File: config.mk
export PLATFORM = sky130hd
export DESIGN_NAME = fft_peak_bcd
export DESIGN_NICKNAME = d
export VERILOG_FILES = /design/src/rtl/fft_peak_bcd_pkg.sv /design/src/rtl/fft_peak_bcd_bcd_counter4.sv /design/src/rtl/fft_peak_bcd.sv
export SDC_FILE = /design/constraint.sdc
export NUM_CORES = 1
export LEC_CHECK = 0
export CAP_MARGIN = 40
export CELL_PAD_IN_SITES_DETAIL_PLACEMENT = 1
export CELL_PAD_IN_SITES_GLOBAL_PLACEMENT = 1
export CORE_UTILIZATION = 41
export CTS_BUF_LIST = sky130_fd_sc_hd__clkbuf_8
export DETAILED_ROUTE_END_ITERATION = 10
export PLACE_DENSITY = 0.85
export SLEW_MARGIN = 20
export SYNTH_ARGS = -nofsm -noshare
export SYNTH_HDL_FRONTEND = slang
export SYNTH_HIERARCHICAL = 1
export SYNTH_SLANG_ARGS = --single-unit
File: constraint.sdc
create_clock -name clk -period 4.3 [get_ports clk]
set_input_delay 0.43 -clock clk [delete_from_list [all_inputs] [get_ports clk]]
set_output_delay 0.43 -clock clk [all_outputs]
set_load 0.05 [all_outputs]
File: src/rtl/fft_peak_bcd_pkg.sv
`default_nettype none
// ============================================================================
//  Module      : fft_peak_bcd_pkg
//  Description : Shared definitions for the FFT peak-bin detector: state
//                encodings, magnitude width and the 4-digit BCD increment.
//  Revision    : 1.0  initial release
// ============================================================================
package fft_peak_bcd_pkg;

    localparam int MAG_W = 17;
    localparam int BCD_W = 16;

    typedef enum logic [1:0] {
        ST_IDLE  = 2'd0,
        ST_ACCUM = 2'd1,
        ST_DRAIN = 2'd2,
        ST_DONE  = 2'd3
    } state_t;

    // Add one to a packed 4-digit BCD value; each digit wraps 9->0 and
    // carries into the next, so 9999 rolls over to 0000.
    function automatic logic [BCD_W-1:0] bcd4_inc(input logic [BCD_W-1:0] i_val);
        logic [BCD_W-1:0] v_res;
        logic             v_carry;
        v_res   = i_val;
        v_carry = 1'b1;
        for (int d = 0; d < 4; d++) begin
            if (v_carry) begin
                if (i_val[d*4 +: 4] == 4'd9) begin
                    v_res[d*4 +: 4] = 4'd0;
                end else begin
                    v_res[d*4 +: 4] = i_val[d*4 +: 4] + 4'd1;
                    v_carry         = 1'b0;
                end
            end
        end
        return v_res;
    endfunction

endpackage
`default_nettype wire

File: src/rtl/fft_peak_bcd_bcd_counter4.sv
`default_nettype none
// ============================================================================
//  Module      : bcd_counter4
//  Description : Four-digit cascaded BCD counter with synchronous clear and
//                increment enable. Clear has priority over increment.
//  Revision    : 1.0  initial release
// ============================================================================
module bcd_counter4
    import fft_peak_bcd_pkg::*;
(
    input  logic             clk,
    input  logic             rst,
    input  logic             i_clr,
    input  logic             i_inc,
    output logic [BCD_W-1:0] o_count
);

    logic [BCD_W-1:0] r_count;

    // Count register: clear wins, otherwise step by one BCD unit.
    always_ff @(posedge clk) begin
        if (rst || i_clr) begin
            r_count <= '0;
        end else if (i_inc) begin
            r_count <= bcd4_inc(r_count);
        end
    end

    assign o_count = r_count;

endmodule
`default_nettype wire

File: src/rtl/fft_peak_bcd.sv
`default_nettype none
// ============================================================================
//  Module      : fft_peak_bcd
//  Description : Streaming peak-bin detector. Squares the top 8 bits of each
//                Re/Im sample, tracks the strongest bin of a frame and
//                publishes its index (binary and BCD) at frame end.
//  Revision    : 1.0  initial release
// ============================================================================
module fft_peak_bcd
    import fft_peak_bcd_pkg::*;
#(
    parameter int bit_width = 34,
    parameter int N         = 32,
    parameter int SIZE      = 5
)(
    input  logic                        clk,
    input  logic                        rst,
    input  logic                        en_FFT,
    input  logic                        en_comp,
    input  logic signed [bit_width-1:0] Re_in,
    input  logic signed [bit_width-1:0] Im_in,
    input  logic                        done_all,
    output logic [BCD_W-1:0]            peak_bcd,
    output logic [SIZE-1:0]             peak_bin,
    output logic [MAG_W-1:0]            peak_mag,
    output logic                        peak_valid,
    output logic                        busy,
    output logic                        overflow
);

    // Index counter needs one extra bit so it can saturate at N itself.
    localparam logic [SIZE:0] c_N = (SIZE+1)'(N);

    // ------------------------------------------------------------------
    // Control
    // ------------------------------------------------------------------
    state_t             r_state;
    logic               r_drain_last;
    logic               r_busy;
    logic               r_peak_valid;
    logic [BCD_W-1:0]   r_peak_bcd;
    logic [SIZE-1:0]    r_peak_bin;
    logic [MAG_W-1:0]   r_peak_mag;

    // Frame (re)start is honoured everywhere except the single DONE cycle.
    logic w_start;
    logic w_accept;
    logic w_in_range;

    assign w_start    = en_FFT && (r_state != ST_DONE);
    assign w_accept   = en_comp && (r_state == ST_ACCUM) && !en_FFT;

    // ------------------------------------------------------------------
    // Input truncation and squaring
    // ------------------------------------------------------------------
    logic signed [7:0]  w_re8;
    logic signed [7:0]  w_im8;
    logic signed [15:0] w_re16;
    logic signed [15:0] w_im16;
    logic signed [15:0] w_re_sq;
    logic signed [15:0] w_im_sq;
    logic               w_unused;

    assign w_re8    = Re_in[bit_width-1 -: 8];
    assign w_im8    = Im_in[bit_width-1 -: 8];
    assign w_re16   = 16'(w_re8);
    assign w_im16   = 16'(w_im8);
    // (-128)^2 = 16384 still fits a signed 16-bit product.
    assign w_re_sq  = w_re16 * w_re16;
    assign w_im_sq  = w_im16 * w_im16;
    assign w_unused = ^{Re_in[bit_width-9:0], Im_in[bit_width-9:0]};

    // ------------------------------------------------------------------
    // Bin index counters
    // ------------------------------------------------------------------
    logic [SIZE:0]      r_idx;
    logic               r_overflow;
    logic [BCD_W-1:0]   w_bcd_idx;

    assign w_in_range = (r_idx < c_N);

    bcd_counter4 u_bcd_idx (
        .clk     (clk),
        .rst     (rst),
        .i_clr   (w_start),
        .i_inc   (w_accept),
        .o_count (w_bcd_idx)
    );

    // Binary index saturates at N; samples beyond it only raise overflow.
    always_ff @(posedge clk) begin
        if (rst || w_start) begin
            r_idx      <= '0;
            r_overflow <= 1'b0;
        end else if (w_accept) begin
            if (w_in_range) begin
                r_idx <= r_idx + 1'b1;
            end else begin
                r_overflow <= 1'b1;
            end
        end
    end

    // ------------------------------------------------------------------
    // Stage 1: squares plus the index tags of the sample
    // ------------------------------------------------------------------
    logic               r_s1_vld;
    logic               r_s1_first;
    logic [15:0]        r_re_sq;
    logic [15:0]        r_im_sq;
    logic [SIZE-1:0]    r_s1_bin;
    logic [BCD_W-1:0]   r_s1_bcd;

    // Register the squared components; a restart flushes the stage.
    always_ff @(posedge clk) begin
        if (rst || w_start) begin
            r_s1_vld   <= 1'b0;
            r_s1_first <= 1'b0;
            r_re_sq    <= '0;
            r_im_sq    <= '0;
            r_s1_bin   <= '0;
            r_s1_bcd   <= '0;
        end else begin
            r_s1_vld   <= w_accept && w_in_range;
            r_s1_first <= (r_idx == '0);
            r_re_sq    <= w_re_sq;
            r_im_sq    <= w_im_sq;
            r_s1_bin   <= r_idx[SIZE-1:0];
            r_s1_bcd   <= w_bcd_idx;
        end
    end

    // ------------------------------------------------------------------
    // Stage 2: magnitude, compare and candidate update
    // ------------------------------------------------------------------
    logic [MAG_W-1:0]   w_mag;
    logic [MAG_W-1:0]   r_max;
    logic [SIZE-1:0]    r_cand_bin;
    logic [BCD_W-1:0]   r_cand_bcd;

    assign w_mag = {1'b0, r_re_sq} + {1'b0, r_im_sq};

    // Strict greater-than keeps the earliest bin on ties; bin 0 always loads.
    always_ff @(posedge clk) begin
        if (rst || w_start) begin
            r_max      <= '0;
            r_cand_bin <= '0;
            r_cand_bcd <= '0;
        end else if (r_s1_vld && (r_s1_first || (w_mag > r_max))) begin
            r_max      <= w_mag;
            r_cand_bin <= r_s1_bin;
            r_cand_bcd <= r_s1_bcd;
        end
    end

    // ------------------------------------------------------------------
    // Frame FSM with registered status and published outputs
    // ------------------------------------------------------------------
    // DRAIN lasts two cycles so the final sample clears both pipeline stages.
    always_ff @(posedge clk) begin
        if (rst) begin
            r_state      <= ST_IDLE;
            r_drain_last <= 1'b0;
            r_busy       <= 1'b0;
            r_peak_valid <= 1'b0;
            r_peak_bcd   <= '0;
            r_peak_bin   <= '0;
            r_peak_mag   <= '0;
        end else begin
            r_peak_valid <= 1'b0;
            case (r_state)
                ST_IDLE: begin
                    if (en_FFT) begin
                        r_state <= ST_ACCUM;
                        r_busy  <= 1'b1;
                    end
                end
                ST_ACCUM: begin
                    if (en_FFT) begin
                        r_state <= ST_ACCUM;
                    end else if (done_all) begin
                        r_state      <= ST_DRAIN;
                        r_drain_last <= 1'b0;
                    end
                end
                ST_DRAIN: begin
                    if (en_FFT) begin
                        r_state <= ST_ACCUM;
                    end else if (r_drain_last) begin
                        r_state      <= ST_DONE;
                        r_busy       <= 1'b0;
                        r_peak_valid <= 1'b1;
                        r_peak_bcd   <= r_cand_bcd;
                        r_peak_bin   <= r_cand_bin;
                        r_peak_mag   <= r_max;
                    end else begin
                        r_drain_last <= 1'b1;
                    end
                end
                ST_DONE: begin
                    r_state <= ST_IDLE;
                end
                default: begin
                    r_state <= ST_IDLE;
                    r_busy  <= 1'b0;
                end
            endcase
        end
    end

    assign peak_bcd   = r_peak_bcd;
    assign peak_bin   = r_peak_bin;
    assign peak_mag   = r_peak_mag;
    assign peak_valid = r_peak_valid;
    assign busy       = r_busy;
    assign overflow   = r_overflow;

endmodule
`default_nettype wire

==> impl_metrics.yaml, run 1 <==
drt:
  antenna_left: 0
  drc_errors: 0
  detailroute.via_count: 8994
  wirelength_um: 29900
  drt-vias-per-instance: 5.20
  detail_route.iter0.violations: 518
  wire_per_inst_um: 17.3
  dr.pass1.iters: 6
worst_setup_path:
  critPathRequiredTime_ns: 4.66
  critPathArrivalTime_ns: 4.57
  timing.setup.critical_path_class: "primary input to flip-flop"
  critical-path-slowest-cell: "fa_1"
  critPathTopFamily: "adder cells"
  critical-path-max-stage-delay_ns: 0.57
  setup.worst_path.start_class: "primary input"
  timing.critical_path.buf_inv: 6
  worstPathCellList: "clkdlybuf4s50_1, buf_6, and2_1, ha_1, a21oi_2, fa_1, inv_1, ha_1, inv_1, fa_1, inv_1, ha_1, a211oi_2, o21ai_1, a21oi_2, buf_4, o41ai_4, xnor2_1, nor2_1"
  crit_path_max_fanout: 5
  end_kind: "flip-flop"
clock_network:
  htree_levels: 4
  cts_bufs_inserted: 17
  cts-root-to-sink-buffers: 2
  cts.hold.buffers_added: 0
  numClockSinks: 157
  cts_tree: "yes"
  clock_latency_ns: 0.46
  cts_root_buffer: "clkbuf_8"
  clk_pin_slew_worst_paths_ns: 0.10
finish:
  fillerInstances: 2911
  fraction_of_layout_cells_with_a_size_suffix_above_1_pct: 18.1
  nNetsFinal: 1630
  area_growth_pct: 25.2
  antenna-diode-count: 0
  design_area_mm2: 0.0132
global_routing:
  grt_first_pass_wirelength_um: 47200
  grt-ovfl-total: 0
  grt_antenna_before_repair: 0
  number_of_global_route_vias_before_repair: 9825
  grt_start_max_net_pins: 63
  grt_util_all_layers_pct: 22.5
logic_synthesis:
  synth_area_per_inst_um2: 8.65
  sequential_element_share_of_the_synthesized_area_pct: 29.9
  postSynth.topFlopCell: "dfxtp_1"
  number_of_enable_type_register_cells_in_the_synthesized_netlist: 0
  synthArstFlopShare_pct: 0
  netlist.top_cell.by_area: "dfxtp_1"
  post_synth_inst_count: 1217
  ranking_of_synthesized_cells_by_area: "dfxtp_1 30%, fa_1 16%, ha_1 10%"
  syn_area_mm2: 0.0105
  yosys.area.top_type_share_pct: 29.9
  ys.warnings.count: 6
  synthesis.nets: 1461
  synth.distinct_cells: 58
  number_of_storage_elements_in_the_synthesis_netlist: 157
sta:
  period_minus_slack_ns: 4.21
  achievable-frequency_ghz: 0.238
  finalCritPeriodShare_pct: 97.8
  number_of_hold_violations_in_the_final_report: 0
  report.final.slew_viol_count: 0
  setup_viol_count_final: 0
  clock_skew_ns: 0.0140
  worst-slew-pin-transition_ns: 0.793
  final.hold.worst_slack_ns: 0.453
  slew_headroom_pct: 47.0
pwr:
  share_comb_of_total_power_pct: 61.4
  pwr-share-seq_pct: 22.8
  power.leakage_nw: 5.80
  power_density_mw_per_mm2: 519
  netSwitchingFraction_pct: 41.6
  p_int_mw: 3.99
  fraction_of_power_consumed_by_the_clock_network_pct: 15.8
  ir_worst_vdd_mv: 0.247
  power.net_switching_mw: 2.84
floorplan:
  core-area_mm2: 0.0252
  die_area_mm2: 0.0263
  fp.dieW_um: 162
  effective_utilization_at_floorplan_pct: 41.8
  placement_rows: 58
  io_pins: 114
  die_h_um: 162
min_path:
  hold_path_class: "flip-flop to flip-flop"
run_status:
  status: "complete, no violations"
placement:
  dp_hpwl_um: 21000
  detailed_place.area_mm2: 0.0123
  io_buffer_count: 61
  placer_congestion: 0.832
flow_run:
  max-cap-violations: 0
==> worst min-delay path, delay by kind of cell (launching register included) <==
family / cells / cell delay (ns)
flip-flops: 1 / 0.32
AO/OA/AOI/OAI: 1 / 0.06
AND/OR/NAND/NOR: 1 / 0.05
==> cells in the final DEF, fill, tap and decap left out, types with 4 or more instances in the layout <==
cell type and count:
and3_1 6, inv_8 5, a211oi_1 10, dlymetal6s2s_1 4, o21ai_0 37, a21oi_2 8
xor2_1 20, and2_1 57, buf_4 136, a22o_1 5, dfxtp_1 157, and2_4 4
nand2_1 145, inv_1 160, buf_6 4, a31o_2 5, o21ai_1 7, nand3_1 44
nor2_1 62, inv_2 7, fa_1 82, clkdlybuf4s50_1 46, ha_1 77, o21bai_1 6
ha_4 8, nand4_1 5, o31ai_1 11, a21o_1 8, dlygate4sd2_1 10, xnor2_2 4
clkbuf_8 17, o21a_1 7, a21oi_1 72, nor3_1 8, nor2b_1 16, inv_6 4
nand2b_1 10, a21boi_0 6, a31oi_1 5, xnor2_1 34
==> flip-flops by register name, summed over array words and instances (netlist names), 2 cells and up <==
signal and count:
r_max 17, r_re_sq 15, r_s1_bcd 16, peak_bin 5, u_bcd_idx/o_count 16, r_cand_bin 5, r_idx 6, r_state 2
peak_mag 17, r_cand_bcd 16, r_s1_bin 5, r_im_sq 15, peak_bcd 16
==> through the flow <==
stage	util [%]	worst slack (ns)	cells	total power [mW]	setup TNS, ns
3_3_place_gp	48.8	-0.594	1678	4.92	-6.44
4_1_cts	51.1	0.000549	1714	6.52	0
6_report	52.3	0.0926	1729	6.83	0
5_1_grt	52.3	-0.0954	1729	7.35	-1.92
3_5_place_dp	48.8	-0.756	1678	5.17	-9.37
2_1_floorplan	-	0.0112	1217	3.81	0
==> final cells by class <==
cell class / count / area [um^2] / share of cell area [%]
Multi-Input combinational cell: 837 / 6860 / 52.1
Timing Repair Buffer: 205 / 1740 / 13.2
Inverter: 168 / 633 / 4.81
Tap cell: 330 / 413 / 3.13
Clock inverter: 15 / 148 / 1.12
Sequential cell: 157 / 3140 / 23.9
Clock buffer: 17 / 234 / 1.78
==> kinds of logic (layout without fill, tap and decap cells) <==
group / Yosys count / after routing / synth area share [%]
AOI/OAI and AO/OA: 211 / 211 / 12.4
buffers and inverters: 223 / 405 / 8.12
and+or+nand+nor: 392 / 392 / 18.0
adders and majority gates: 171 / 171 / 26.3
xor gates and xnor gates: 58 / 58 / 4.83
muxes: 5 / 5 / 0.499
DFF: 157 / 157 / 29.9
==> cells in the mapped netlist, drive strengths merged (38+ instances only) <==
master	count
clkbuf	45
fa	83
o21ai	46
nand2	149
ha	88
nand3	45
nor2	66
dfxtp	157
and2	61
inv	168
xnor2	38
a21oi	80
==> layer usage <==
| metal | up-vias | track usage (%) | share of wire [%] |
|---|---|---|---|
| met5 | - | 0 | 0 |
| met4 | 0 | 8.75 | 3.1 |
| met3 | 72 | 2.40 | 1.8 |
| li1 | 4281 | - | - |
| met1 | 4471 | 24.8 | 41 |
| met2 | 170 | 43.5 | 55 |
==> worst paths after layout <==
check	cells after the start	slack, ns	from	endpoint
worst max-delay path	19	0.09	Re_in[26]	r_re_sq[15]
worst max register to register	15	0.16	r_im_sq[3]	r_max[15]
worst min register to register	2	0.45	r_s1_bcd[12]	r_cand_bcd[12]
worst min-delay path	2	0.45	r_s1_bcd[12]	r_cand_bcd[12]
==> repair_timing <==
action | in CTS | in global routing
pin swaps | 21 | 26
setup buffers | 4 | 12
endpoints found under the setup margin | 11 | 49
gates resized for setup | 56 | 40
cloned | 0 | 2
==> power groups by stage <==
stage	logic, mW	clock network [mW]	registers (mW)
2_1_floorplan	2.24	0	1.58
3_3_place_gp	3.33	0	1.59
3_5_place_dp	3.58	0	1.59
4_1_cts	3.88	1.08	1.56
5_1_grt	4.63	1.16	1.56
6_report	4.19	1.08	1.56
No activity file was read; power rests on OpenSTA's default activity.
==> inputs of run 2 (changes only) <==
--- a/config.mk
+++ b/config.mk
@@ -8,10 +8,11 @@
 export CAP_MARGIN = 40
 export CELL_PAD_IN_SITES_DETAIL_PLACEMENT = 1
 export CELL_PAD_IN_SITES_GLOBAL_PLACEMENT = 1
-export CORE_UTILIZATION = 41
-export CTS_BUF_LIST = sky130_fd_sc_hd__clkbuf_8
+export CORE_UTILIZATION = 40
+export CTS_BUF_LIST = sky130_fd_sc_hd__clkbuf_8 sky130_fd_sc_hd__clkbuf_16
 export DETAILED_ROUTE_END_ITERATION = 10
-export PLACE_DENSITY = 0.85
+export HOLD_SLACK_MARGIN = 0.08
+export PLACE_DENSITY = 0.83
 export SLEW_MARGIN = 20
 export SYNTH_ARGS = -nofsm -noshare
 export SYNTH_HDL_FRONTEND = slang
==> run 2 against run 1 <==
Hold slack improved by 0.0045 ns. First-iteration DRC count decreased by 11%. Via count decreased by 1.1%. Flip-flop and latch count unchanged. Maximum frequency increased by 1.2%. Critical path type is now flip-flop to flip-flop. Clock power increased by 37%. Sequential power about the same.
==> impl_metrics.yaml, run 2 (same netlist as run 1, synthesis figures left out) <==
worst_setup_path:
  critical_path.reg2reg.startpoint: "r_im_sq[3]"
  setup.worst_path.start_class: "flip-flop"
  worstPathCellList: "ha_1, a21oi_2, o2111ai_2, o21ai_4, o21ai_0, a211o_1, and2_1, ha_1, nand4_1, nor4_2, a21boi_0, o41a_2, nor2_1, a22o_1"
  critical-path-top-cell-by-count: "ha_1"
  regToRegSetupSlack_ns: 0.14
  end_kind: "flip-flop"
  critPathArrivalTime_ns: 4.53
  critical-path-max-stage-delay_ns: 0.59
  critical-path-slowest-cell: "o41a_2"
  crit_path_max_fanout: 6
  critPathRequiredTime_ns: 4.67
  timing.setup.critical_path_class: "flip-flop to flip-flop"
  timing.reg2reg.worst_path_depth: 14
  reg2reg_end: "r_max[13]"
clock_network:
  cts_tree: "yes"
  htree_levels: 4
  cts-root-to-sink-buffers: 2
  cts_root_buffer: "clkbuf_16"
  cts_bufs_inserted: 17
  clock_latency_ns: 0.43
  clk_pin_slew_worst_paths_ns: 0.07
  cts.hold.buffers_added: 0
  numClockSinks: 157
min_path:
  hold_end: "peak_mag[4]"
  min_from: "peak_mag[4]"
  holdPathStages: 2
  hold_path_class: "flip-flop to flip-flop"
placement:
  dp_hpwl_um: 20100
  placer_congestion: 0.823
  io_buffer_count: 61
  dp_cells: 1678
  detailed_place.area_mm2: 0.0123
floorplan:
  fp.dieW_um: 164
  core-area_mm2: 0.0255
  io_pins: 114
  placement_rows: 58
  effective_utilization_at_floorplan_pct: 41.3
  die_h_um: 164
  die_area_mm2: 0.0270
global_routing:
  grt_antenna_before_repair: 0
  grt-ovfl-total: 0
  grt_util_all_layers_pct: 21.7
  grt_start_max_net_pins: 63
  number_of_global_route_vias_before_repair: 9663
  grt_first_pass_wirelength_um: 46500
drt:
  drt-vias-per-instance: 5.18
  wirelength_um: 29900
  dr.pass1.iters: 4
  detail_route.iter0.violations: 462
  detailroute.via_count: 8894
  drc_errors: 0
  antenna_left: 0
  wire_per_inst_um: 17.4
finish:
  utilization_pct: 52.1
  fraction_of_layout_cells_with_a_size_suffix_above_1_pct: 17.7
  area_growth_pct: 26.1
  mostFrequentLayoutCells: "165 x inv_1, 157 x dfxtp_1, 144 x nand2_1"
  mostFrequentLayoutCell: "inv_1"
  final_cells: 1716
  design_area_mm2: 0.0133
  nNetsFinal: 1617
  antenna-diode-count: 0
sta:
  achievable-frequency_ghz: 0.241
  report.final.slew_viol_count: 0
  number_of_hold_violations_in_the_final_report: 0
  slew_headroom_pct: 47.4
  clock_skew_ns: 0.00880
  finalCritPeriodShare_pct: 96.6
  final.hold.worst_slack_ns: 0.457
  worst-slew-pin-transition_ns: 0.782
  period_minus_slack_ns: 4.16
  setup_viol_count_final: 0
flow_run:
  max-cap-violations: 0
pwr:
  ir_worst_vdd_mv: 0.279
  power_density_mw_per_mm2: 537
  power.leakage_nw: 5.84
run_status:
  status: "complete, no violations"
## run 2: through the flow
step,total power [mW],setup slack [ns],TNS (ns)
floorplan,3.81,0.0112,0
global placement,4.89,-0.518,-5.67
detailed placement,5.10,-0.745,-7.89
CTS,6.73,-0.000440,-0.000440
global route,7.62,-0.0916,-1.09
finish,7.12,0.144,0
## run 2: repair_timing
action | CTS | global route
pin swaps | 3 | 21
resized for setup | 31 | 67
gates cloned | 0 | 2
endpoints found under the setup margin | 11 | 50
setup buffers | 0 | 4
## run 2: power breakdown
part           switching, mW  leakage [nW]  internal, mW
registers             0.0390          1.27          1.52
logic                   2.13          4.29          1.95
clock network          0.657         0.284         0.826
total                   2.82          5.84          4.30
## run 2: how the worst max path moves through the flow
stage / start / end
floorplan: Im_in[33] / r_im_sq[12]
CTS: Re_in[33] / r_re_sq[15]
detailed placement: Im_in[33] / r_im_sq[15]
global route: r_im_sq[3] / r_cand_bcd[7]
global placement: Im_in[29] / r_im_sq[15]
finish: r_im_sq[3] / r_max[13]
## run 2: final cells by class
class,count,area [um^2]
clock buffer,18,439
clock inverter,14,134
fill,2933,12200
inverter,168,631
multi-input combinational,837,6850
sequential,157,3140
tap,330,413
timing repair buffer,192,1650
## run 2: worst max-delay path, delay by kind of cell (launching register included)
kind            cells  cell delay, ns
fa+ha+maj           2            0.60
compound gates      8            2.26
simple gates        4            0.82
flops               1            0.40
## run 2: per-layer routing
layer	wire length [um]	vias up	track usage, %
met5	0	-	0
met4	923	0	7.32
met3	688	61	3.01
met2	15900	150	40.2
met1	12300	4429	25.3
li1	-	4254	-
